## src/rtl/cpu_regfile.sv

```systemverilog
// Architectural register file: X,Y,A,PClo,PChi,Mlo,Mhi,SP with combinational write-through reads,
// hardware PC increment/load and SP push/pop with a registered wrap pulse.
module cpu_regfile #(
    parameter int                  DATA_W   = 8,
    parameter int                  NUM_RD   = 2,
    parameter logic [DATA_W-1:0]   SP_RESET = DATA_W'('hFF),
    parameter logic [2*DATA_W-1:0] PC_RESET = '0
) (
    input  logic                       clk,
    input  logic                       rst_n,
    input  logic                       we,
    input  logic [2:0]                 waddr,
    input  logic [DATA_W-1:0]          wdata,
    input  logic [3*NUM_RD-1:0]        raddr,
    output logic [DATA_W*NUM_RD-1:0]   rdata,
    input  logic                       pc_inc,
    input  logic                       pc_load,
    input  logic [2*DATA_W-1:0]        pc_load_val,
    input  logic [1:0]                 sp_op,
    output logic [2*DATA_W-1:0]        pc,
    output logic [DATA_W-1:0]          sp,
    output logic                       sp_wrap
);

    localparam logic [2:0] R_X    = 3'd0;
    localparam logic [2:0] R_Y    = 3'd1;
    localparam logic [2:0] R_A    = 3'd2;
    localparam logic [2:0] R_PCLO = 3'd3;
    localparam logic [2:0] R_PCHI = 3'd4;
    localparam logic [2:0] R_MLO  = 3'd5;
    localparam logic [2:0] R_MHI  = 3'd6;
    localparam logic [2:0] R_SP   = 3'd7;

    localparam logic [1:0] SP_PUSH = 2'b01;
    localparam logic [1:0] SP_POP  = 2'b10;

    localparam logic [2*DATA_W-1:0] PC_ONE = {{(2*DATA_W-1){1'b0}}, 1'b1};
    localparam logic [DATA_W-1:0]   SP_ONE = {{(DATA_W-1){1'b0}}, 1'b1};

    logic [DATA_W-1:0]   x_q, x_d, y_q, y_d, a_q, a_d, mlo_q, mlo_d, mhi_q, mhi_d;
    logic [2*DATA_W-1:0] pc_q, pc_d;
    logic [DATA_W-1:0]   sp_q, sp_d;
    logic                sp_wrap_q, sp_wrap_d;

    always_comb begin
        x_d   = x_q;
        y_d   = y_q;
        a_d   = a_q;
        mlo_d = mlo_q;
        mhi_d = mhi_q;
        if (we) begin
            case (waddr)
                R_X:     x_d   = wdata;
                R_Y:     y_d   = wdata;
                R_A:     a_d   = wdata;
                R_MLO:   mlo_d = wdata;
                R_MHI:   mhi_d = wdata;
                default: ;
            endcase
        end
    end

    // PC: full load beats a byte write, which beats the increment.
    always_comb begin
        pc_d = pc_q;
        if (pc_load) begin
            pc_d = pc_load_val;
        end else if (we && waddr == R_PCLO) begin
            pc_d[DATA_W-1:0] = wdata;
        end else if (we && waddr == R_PCHI) begin
            pc_d[2*DATA_W-1:DATA_W] = wdata;
        end else if (pc_inc) begin
            pc_d = pc_q + PC_ONE;
        end
    end

    // SP: a direct write wins over push/pop and never reports a wrap.
    always_comb begin
        sp_d      = sp_q;
        sp_wrap_d = 1'b0;
        if (we && waddr == R_SP) begin
            sp_d = wdata;
        end else if (sp_op == SP_PUSH) begin
            sp_d      = sp_q - SP_ONE;
            sp_wrap_d = (sp_q == '0);
        end else if (sp_op == SP_POP) begin
            sp_d      = sp_q + SP_ONE;
            sp_wrap_d = (sp_q == '1);
        end
    end

    always_ff @(posedge clk or negedge rst_n) begin
        if (!rst_n) begin
            x_q       <= '0;
            y_q       <= '0;
            a_q       <= '0;
            mlo_q     <= '0;
            mhi_q     <= '0;
            pc_q      <= PC_RESET;
            sp_q      <= SP_RESET;
            sp_wrap_q <= 1'b0;
        end else begin
            x_q       <= x_d;
            y_q       <= y_d;
            a_q       <= a_d;
            mlo_q     <= mlo_d;
            mhi_q     <= mhi_d;
            pc_q      <= pc_d;
            sp_q      <= sp_d;
            sp_wrap_q <= sp_wrap_d;
        end
    end

    for (genvar i = 0; i < NUM_RD; i++) begin : g_rd
        logic [2:0]        ra;
        logic [DATA_W-1:0] stored;

        assign ra = raddr[3*i +: 3];

        always_comb begin
            stored = '0;
            case (ra)
                R_X:    stored = x_q;
                R_Y:    stored = y_q;
                R_A:    stored = a_q;
                R_PCLO: stored = pc_q[DATA_W-1:0];
                R_PCHI: stored = pc_q[2*DATA_W-1:DATA_W];
                R_MLO:  stored = mlo_q;
                R_MHI:  stored = mhi_q;
                R_SP:   stored = sp_q;
            endcase
        end

        // Write-through so a reader in the same cycle sees the value being written.
        assign rdata[DATA_W*i +: DATA_W] = (we && waddr == ra) ? wdata : stored;
    end

    assign pc      = pc_q;
    assign sp      = sp_q;
    assign sp_wrap = sp_wrap_q;

endmodule

```

## config.mk

```make
export PLATFORM = sky130hd
export DESIGN_NAME = cpu_regfile
export DESIGN_NICKNAME = d
export VERILOG_FILES = /design/src/rtl/cpu_regfile.sv
export SDC_FILE = /design/constraint.sdc
export NUM_CORES = 1
export LEC_CHECK = 0
export ABC_AREA = 0
export CAP_MARGIN = 40
export CORE_AREA = 2 2 102 104
export DETAILED_ROUTE_END_ITERATION = 12
export DIE_AREA = 0 0 104 106
export PLACE_DENSITY = 0.76
export SLEW_MARGIN = 20
export SYNTH_ARGS = -nofsm -noshare
export SYNTH_HDL_FRONTEND = slang
export SYNTH_SLANG_ARGS = --single-unit
```

## constraint.sdc

```tcl
create_clock -name clk -period 4.6 [get_ports clk]
set_clock_uncertainty 0.2 [all_clocks]
set_input_delay 0.92 -clock clk [delete_from_list [all_inputs] [get_ports clk]]
set_output_delay 0.92 -clock clk [all_outputs]
set_load 0.05 [all_outputs]
```

==> impl_metrics.ini, run 1 <==
[route]
vias = 4870
first_pass_iters = 5
drtIter0Drc = 549
routed_wl_um = 16100
wire_per_inst_um = 21.8
drc_errors = 0
ant_nets = 0
vias_per_cell = 6.62

[yosys]
postSynthCellCount = 526
synth-xor-area-share_pct = 2.72
synthSimpleGateAreaFrac_pct = 19.8
synth_ff_type = dfrtp_1
ys_types = 72
synth-edff-count = 0
ys_seq_area_share_pct = 33.9
yosysWarnings = 0
synth_area_mm2 = 0.00482
synth_compound_area_share_pct = 21.3
synthMuxAreaShare_pct = 16.1
async_flop_share_pct = 100
synth_top_family_by_area = compound AO/OA/AOI/OAI gates
ys_seq_elements = 65
synthAdderAreaFrac_pct = 0.519
syn_area_per_cell_um2 = 9.17
synth_nets = 568

[floorplan]
die_y_um = 106
core_area_mm2 = 0.0100
fp.dieArea_mm2 = 0.0110
start_util_pct = 48.2
die_x_um = 104
row_count = 37
io_pins = 81

[timing]
rsz0062_at_grt = false
setup-tns-final_ns = 0
slew_headroom_pct = 39.8
timing.final.max_slew_violations = 0
fmax_mhz = 237
tightest_slew_ns = 0.891
finalHoldViolCount = 0
finalCritPeriodShare_pct = 91.9
period_needed_ns = 4.23
setup_violations = 0

[grt]
grt_max_degree = 31
grt.overflow.total = 0
grt_pass1_wl_um = 25200
grt_pass1_vias = 4662
grtUsageTotal_pct = 29.5
antenna_found_initial = 0

[clocking]
cts_sinks = 65
cts.htree.levels = 3
holdBufCountCts = 0
cts_tree = yes
ctsResizeCount = 0
clock_latency_ns = 0.36
cts_buffers = 9
clockBufferDepth = 2
cts.clk_slew.worst_paths_ns = 0.09
root_buffer = clkbuf_8
postCtsSetupRepairBufs = 0

[worst_setup_path]
worst_setup_path_start_kind = input pin
worstSetupEndpointType = output port
critPathMaxFanout = 9
rr_endpoint = pc[15]$_DFFE_PN0P_
r2r_start = pc[3]$_DFFE_PN0P_
worstPathRequired_ns = 3.48
r2r_setup_slack_ns = 2.16
critPathArrivalTime_ns = 3.11
worstRegToRegCells = 4
crit_type = input pin to output port

[final_layout]
diodes = 0
nets = 637
final_common_cell = clkdlybuf4s50_1
nFillCells = 848
instances_no_fill = 736
drive_gt1_share_pct = 19.5
final_cell_mix = clkdlybuf4s50_1, dfrtp_1, nand2_1, mux2_2, o21ai_0
area_delta_synth_final_pct = 27.6

[worst_hold_path]
hp-class = input pin to asynchronous set/reset pin

[power]
p_per_area_mw_per_mm2 = 422
vdd_ir_drop_max_mv = 0.283
power.leakage_uw = 0.00245

[place]
io_buffers = 80
place_hpwl_um = 11800
dp_cells = 718
gp_congestion = 0.964

[status]
status = finished clean

[flow_run]
cap_violations = 0
[flip-flops by register name (all words and copies together), names as in the netlist]
signal	count
a_q	8
y_q	8
x_q	8
sp_wrap	1
mlo_q	8
pc	16
sp	8
mhi_q	8
[per-layer routing]
layer | vias to the layer above | routed length, µm | global-route usage, % | share of wire [%]
met5 | - | 0 | 0 | 0
met4 | 0 | 639 | 13.6 | 4.0
met3 | 60 | 1420 | 5.89 | 8.9
li1 | 2130 | - | - | -
met1 | 2383 | 6490 | 39.1 | 40
met2 | 297 | 7510 | 46.8 | 47
[Yosys cell counts (11+ instances only)]
master     n  area share (%)
a21oi_1   25             2.6
a221oi_1  13             2.4
buf_2     14             1.5
clkbuf_1  24             1.9
dfrtp_1   57              30
inv_1     19             1.5
mux2_2    37             8.6
mux2i_1   18             3.7
nand2_1   43             3.3
nand4_1   11             1.4
nor2_1    29             2.3
nor2b_1   18             2.3
o21ai_0   30             3.1
o22ai_1   14             1.8
xnor2_1   12             2.2
[power breakdown]
| part | total (µW) | switching, µW | internal [µW] | leakage (µW) |
|---|---|---|---|---|
| logic | 1110 | 613 | 497 | 0.00157 |
| registers | 930 | 205 | 726 | 0.000772 |
| clock network | 552 | 232 | 320 | 0.000108 |
[critical path, cell delays in order]
cell             delay, ns
clkdlybuf4s50_1       0.67
nor2b_1               0.46
a221oi_1              0.16
o221a_2               0.32
o31ai_1               0.39
buf_12                0.19
[cells by family (layout without fill, tap and decap cells)]
logic type | after synthesis | after routing
xor gates and xnor gates | 15 | 15
DFF | 65 | 65
muxes | 63 | 63
and+or+nand+nor | 172 | 172
adders and majority gates | 2 | 2
buffers and inverters | 64 | 138
AOI/OAI and AO/OA | 145 | 145
[cell type report]
| type | count | area (µm²) | area share [%] |
|---|---|---|---|
| multi-input cells | 397 | 2920 | 47.5 |
| flip-flops and latches | 65 | 1640 | 26.6 |
| repair buffers | 102 | 1130 | 18.4 |
| well taps | 136 | 170 | 2.77 |
| clock buffers | 13 | 149 | 2.42 |
| inverters | 20 | 75.1 | 1.22 |
| clock inverters | 3 | 65.1 | 1.06 |
[worst max-delay path by stage]
stage	start	to	slack (ns)	depth (start not counted)
after floorplan	raddr[2]	rdata[1]	0.42	6
after global placement	raddr[2]	rdata[0]	0.52	6
after detailed placement	raddr[2]	rdata[0]	0.41	6
after CTS	raddr[2]	rdata[0]	0.41	6
after global routing	raddr[2]	rdata[1]	0.19	6
final	raddr[2]	rdata[0]	0.37	6
[metrics by stage]
| step | utilization [%] | setup WS (ns) | hold slack (ns) | area, µm² | power [µW] |
|---|---|---|---|---|---|
| floorplan | - | 0.419 | 0.267 | 4820 | 1580 |
| global placement | 59.0 | 0.523 | 0.298 | 5900 | 2000 |
| detailed placement | 59.2 | 0.410 | 0.314 | 5920 | 2030 |
| CTS | 61.4 | 0.405 | 0.260 | 6140 | 2580 |
| global route | 61.5 | 0.191 | 0.257 | 6150 | 2710 |
| finish | 61.5 | 0.372 | 0.247 | 6150 | 2590 |
(Power assumes the default switching activity.)
==> run 2, diff against run 1 <==
CTS_CLUSTER_DIAMETER = 120   (was not set)
REMOVE_ABC_BUFFERS = 1   (was not set)
==> impl_metrics.ini, run 2 (same netlist as run 1, synthesis figures left out) <==
[status]
status = finished clean

[worst_setup_path]
r2r_setup_slack_ns = 2.21
worstRegToRegCells = 5
critPathMaxFanout = 8
crit_type = input pin to output port
r2r_start = pc[0]$_DFFE_PN0P_
crit_end = rdata[1]
rr_endpoint = pc[14]$_DFFE_PN0P_
worstSetupEndpointType = output port
startpoint = raddr[2]
critPathArrivalTime_ns = 3.29
worst_setup_path_start_kind = input pin
worstPathRequired_ns = 3.48

[clocking]
cts.clk_slew.worst_paths_ns = 0.09
clock_latency_ns = 0.36
root_buffer = clkbuf_8
cts.htree.levels = 3
cts_tree = yes
cts_sinks = 65
postCtsSetupRepairBufs = 0
holdBufCountCts = 0
ctsResizeCount = 0
cts_buffers = 9
clockBufferDepth = 2

[floorplan]
start_util_pct = 48.2
io_pins = 81
die_y_um = 106
core_area_mm2 = 0.0100
die_x_um = 104
row_count = 37
fp.dieArea_mm2 = 0.0110

[timing]
fmax_mhz = 227
finalHoldViolCount = 0
worst_hold_slack_ns = 0.285
setup-tns-final_ns = 0
tightest_slew_ns = 0.833
rsz0062_at_grt = false
timing.final.max_slew_violations = 0
period_needed_ns = 4.41
setup_violations = 0
finalCritPeriodShare_pct = 95.9
setup_ws_ns = 0.187
slew_headroom_pct = 44.3

[route]
vias = 4807
vias_per_cell = 6.51
routed_wl_um = 16600
drc_errors = 0
drtIter0Drc = 477
ant_nets = 0
first_pass_iters = 5
wire_per_inst_um = 22.5

[worst_hold_path]
hp-class = input pin to asynchronous set/reset pin

[final_layout]
final_common_cell = clkdlybuf4s50_1
nFillCells = 897
nets = 639
drive_gt1_share_pct = 20.1
stdcell_area_mm2 = 0.00620
diodes = 0
area_delta_synth_final_pct = 28.6
final_cell_mix = clkdlybuf4s50_1, dfrtp_1, nand2_1, mux2_2, o21ai_0
largest_reg_flops = 16
finish.utilization_pct = 62.0

[power]
vdd_ir_drop_max_mv = 0.183
p_per_area_mw_per_mm2 = 430
power.leakage_uw = 0.00247

[grt]
grt_max_degree = 31
grt_pass1_wl_um = 25700
grt_pass1_vias = 4550
grtUsageTotal_pct = 30.2
antenna_found_initial = 0
grt.overflow.total = 0

[place]
post-place-ws_ns = 0.272
io_buffers = 80
place_hpwl_um = 12100
gp_congestion = 0.997
place_area_mm2 = 0.00594

[flow_run]
cap_violations = 0
run 2: per-stage QoR:
step | total power, µW | cells
after detailed placement | 2050 | 720
final | 2670 | 738
after floorplan | 1550 | 482
after global placement | 2020 | 719
after CTS | 2660 | 736
after global routing | 2780 | 738
run 2: per-layer routing:
metal | GRT usage, % | part of all wire, % | up-vias
li1 | - | - | 2143
met1 | 42.0 | 41 | 2363
met2 | 48.0 | 47 | 259
met3 | 4.54 | 8.7 | 42
met4 | 10.8 | 2.9 | 0
met5 | 0 | 0 | -
run 2: area by class of cell:
type | instances | area (µm²) | area share [%]
clock inverter | 5 | 103 | 1.65
inverter | 20 | 75.1 | 1.21
timing repair buffer | 104 | 1160 | 18.6
multi-input combinational | 397 | 2920 | 47.1
tap | 136 | 170 | 2.74
sequential | 65 | 1640 | 26.4
clock buffer | 11 | 141 | 2.28
run 2: worst min-delay path by stage:
stage | from | endpoint | slack [ns] | cells past startpoint
floorplan | mhi_q[5]$_DFFE_PN0P_ | mhi_q[5]$_DFFE_PN0P_ | 0.27 | 2
global placement | mhi_q[6]$_DFFE_PN0P_ | mhi_q[6]$_DFFE_PN0P_ | 0.30 | 2
detailed placement | mhi_q[7]$_DFFE_PN0P_ | mhi_q[7]$_DFFE_PN0P_ | 0.31 | 1
CTS | rst_n | pc[9]$_DFFE_PN0P_ | 0.29 | 1
global route | rst_n | pc[9]$_DFFE_PN0P_ | 0.30 | 1
finish | rst_n | pc[15]$_DFFE_PN0P_ | 0.28 | 1
run 2: worst max-delay path: stages:
cell             delay, ns
clkdlybuf4s50_1       0.58
nor2b_1               0.58
a221oi_1              0.20
o221a_2               0.33
o31ai_1               0.47
buf_12                0.20
run 2: report_power, final:
part | internal (µW) | leakage (µW) | switching [µW] | total [µW]
sequential | 726 | 0.000772 | 204 | 930
clock | 374 | 0.000120 | 241 | 616
combinational | 498 | 0.00158 | 626 | 1120
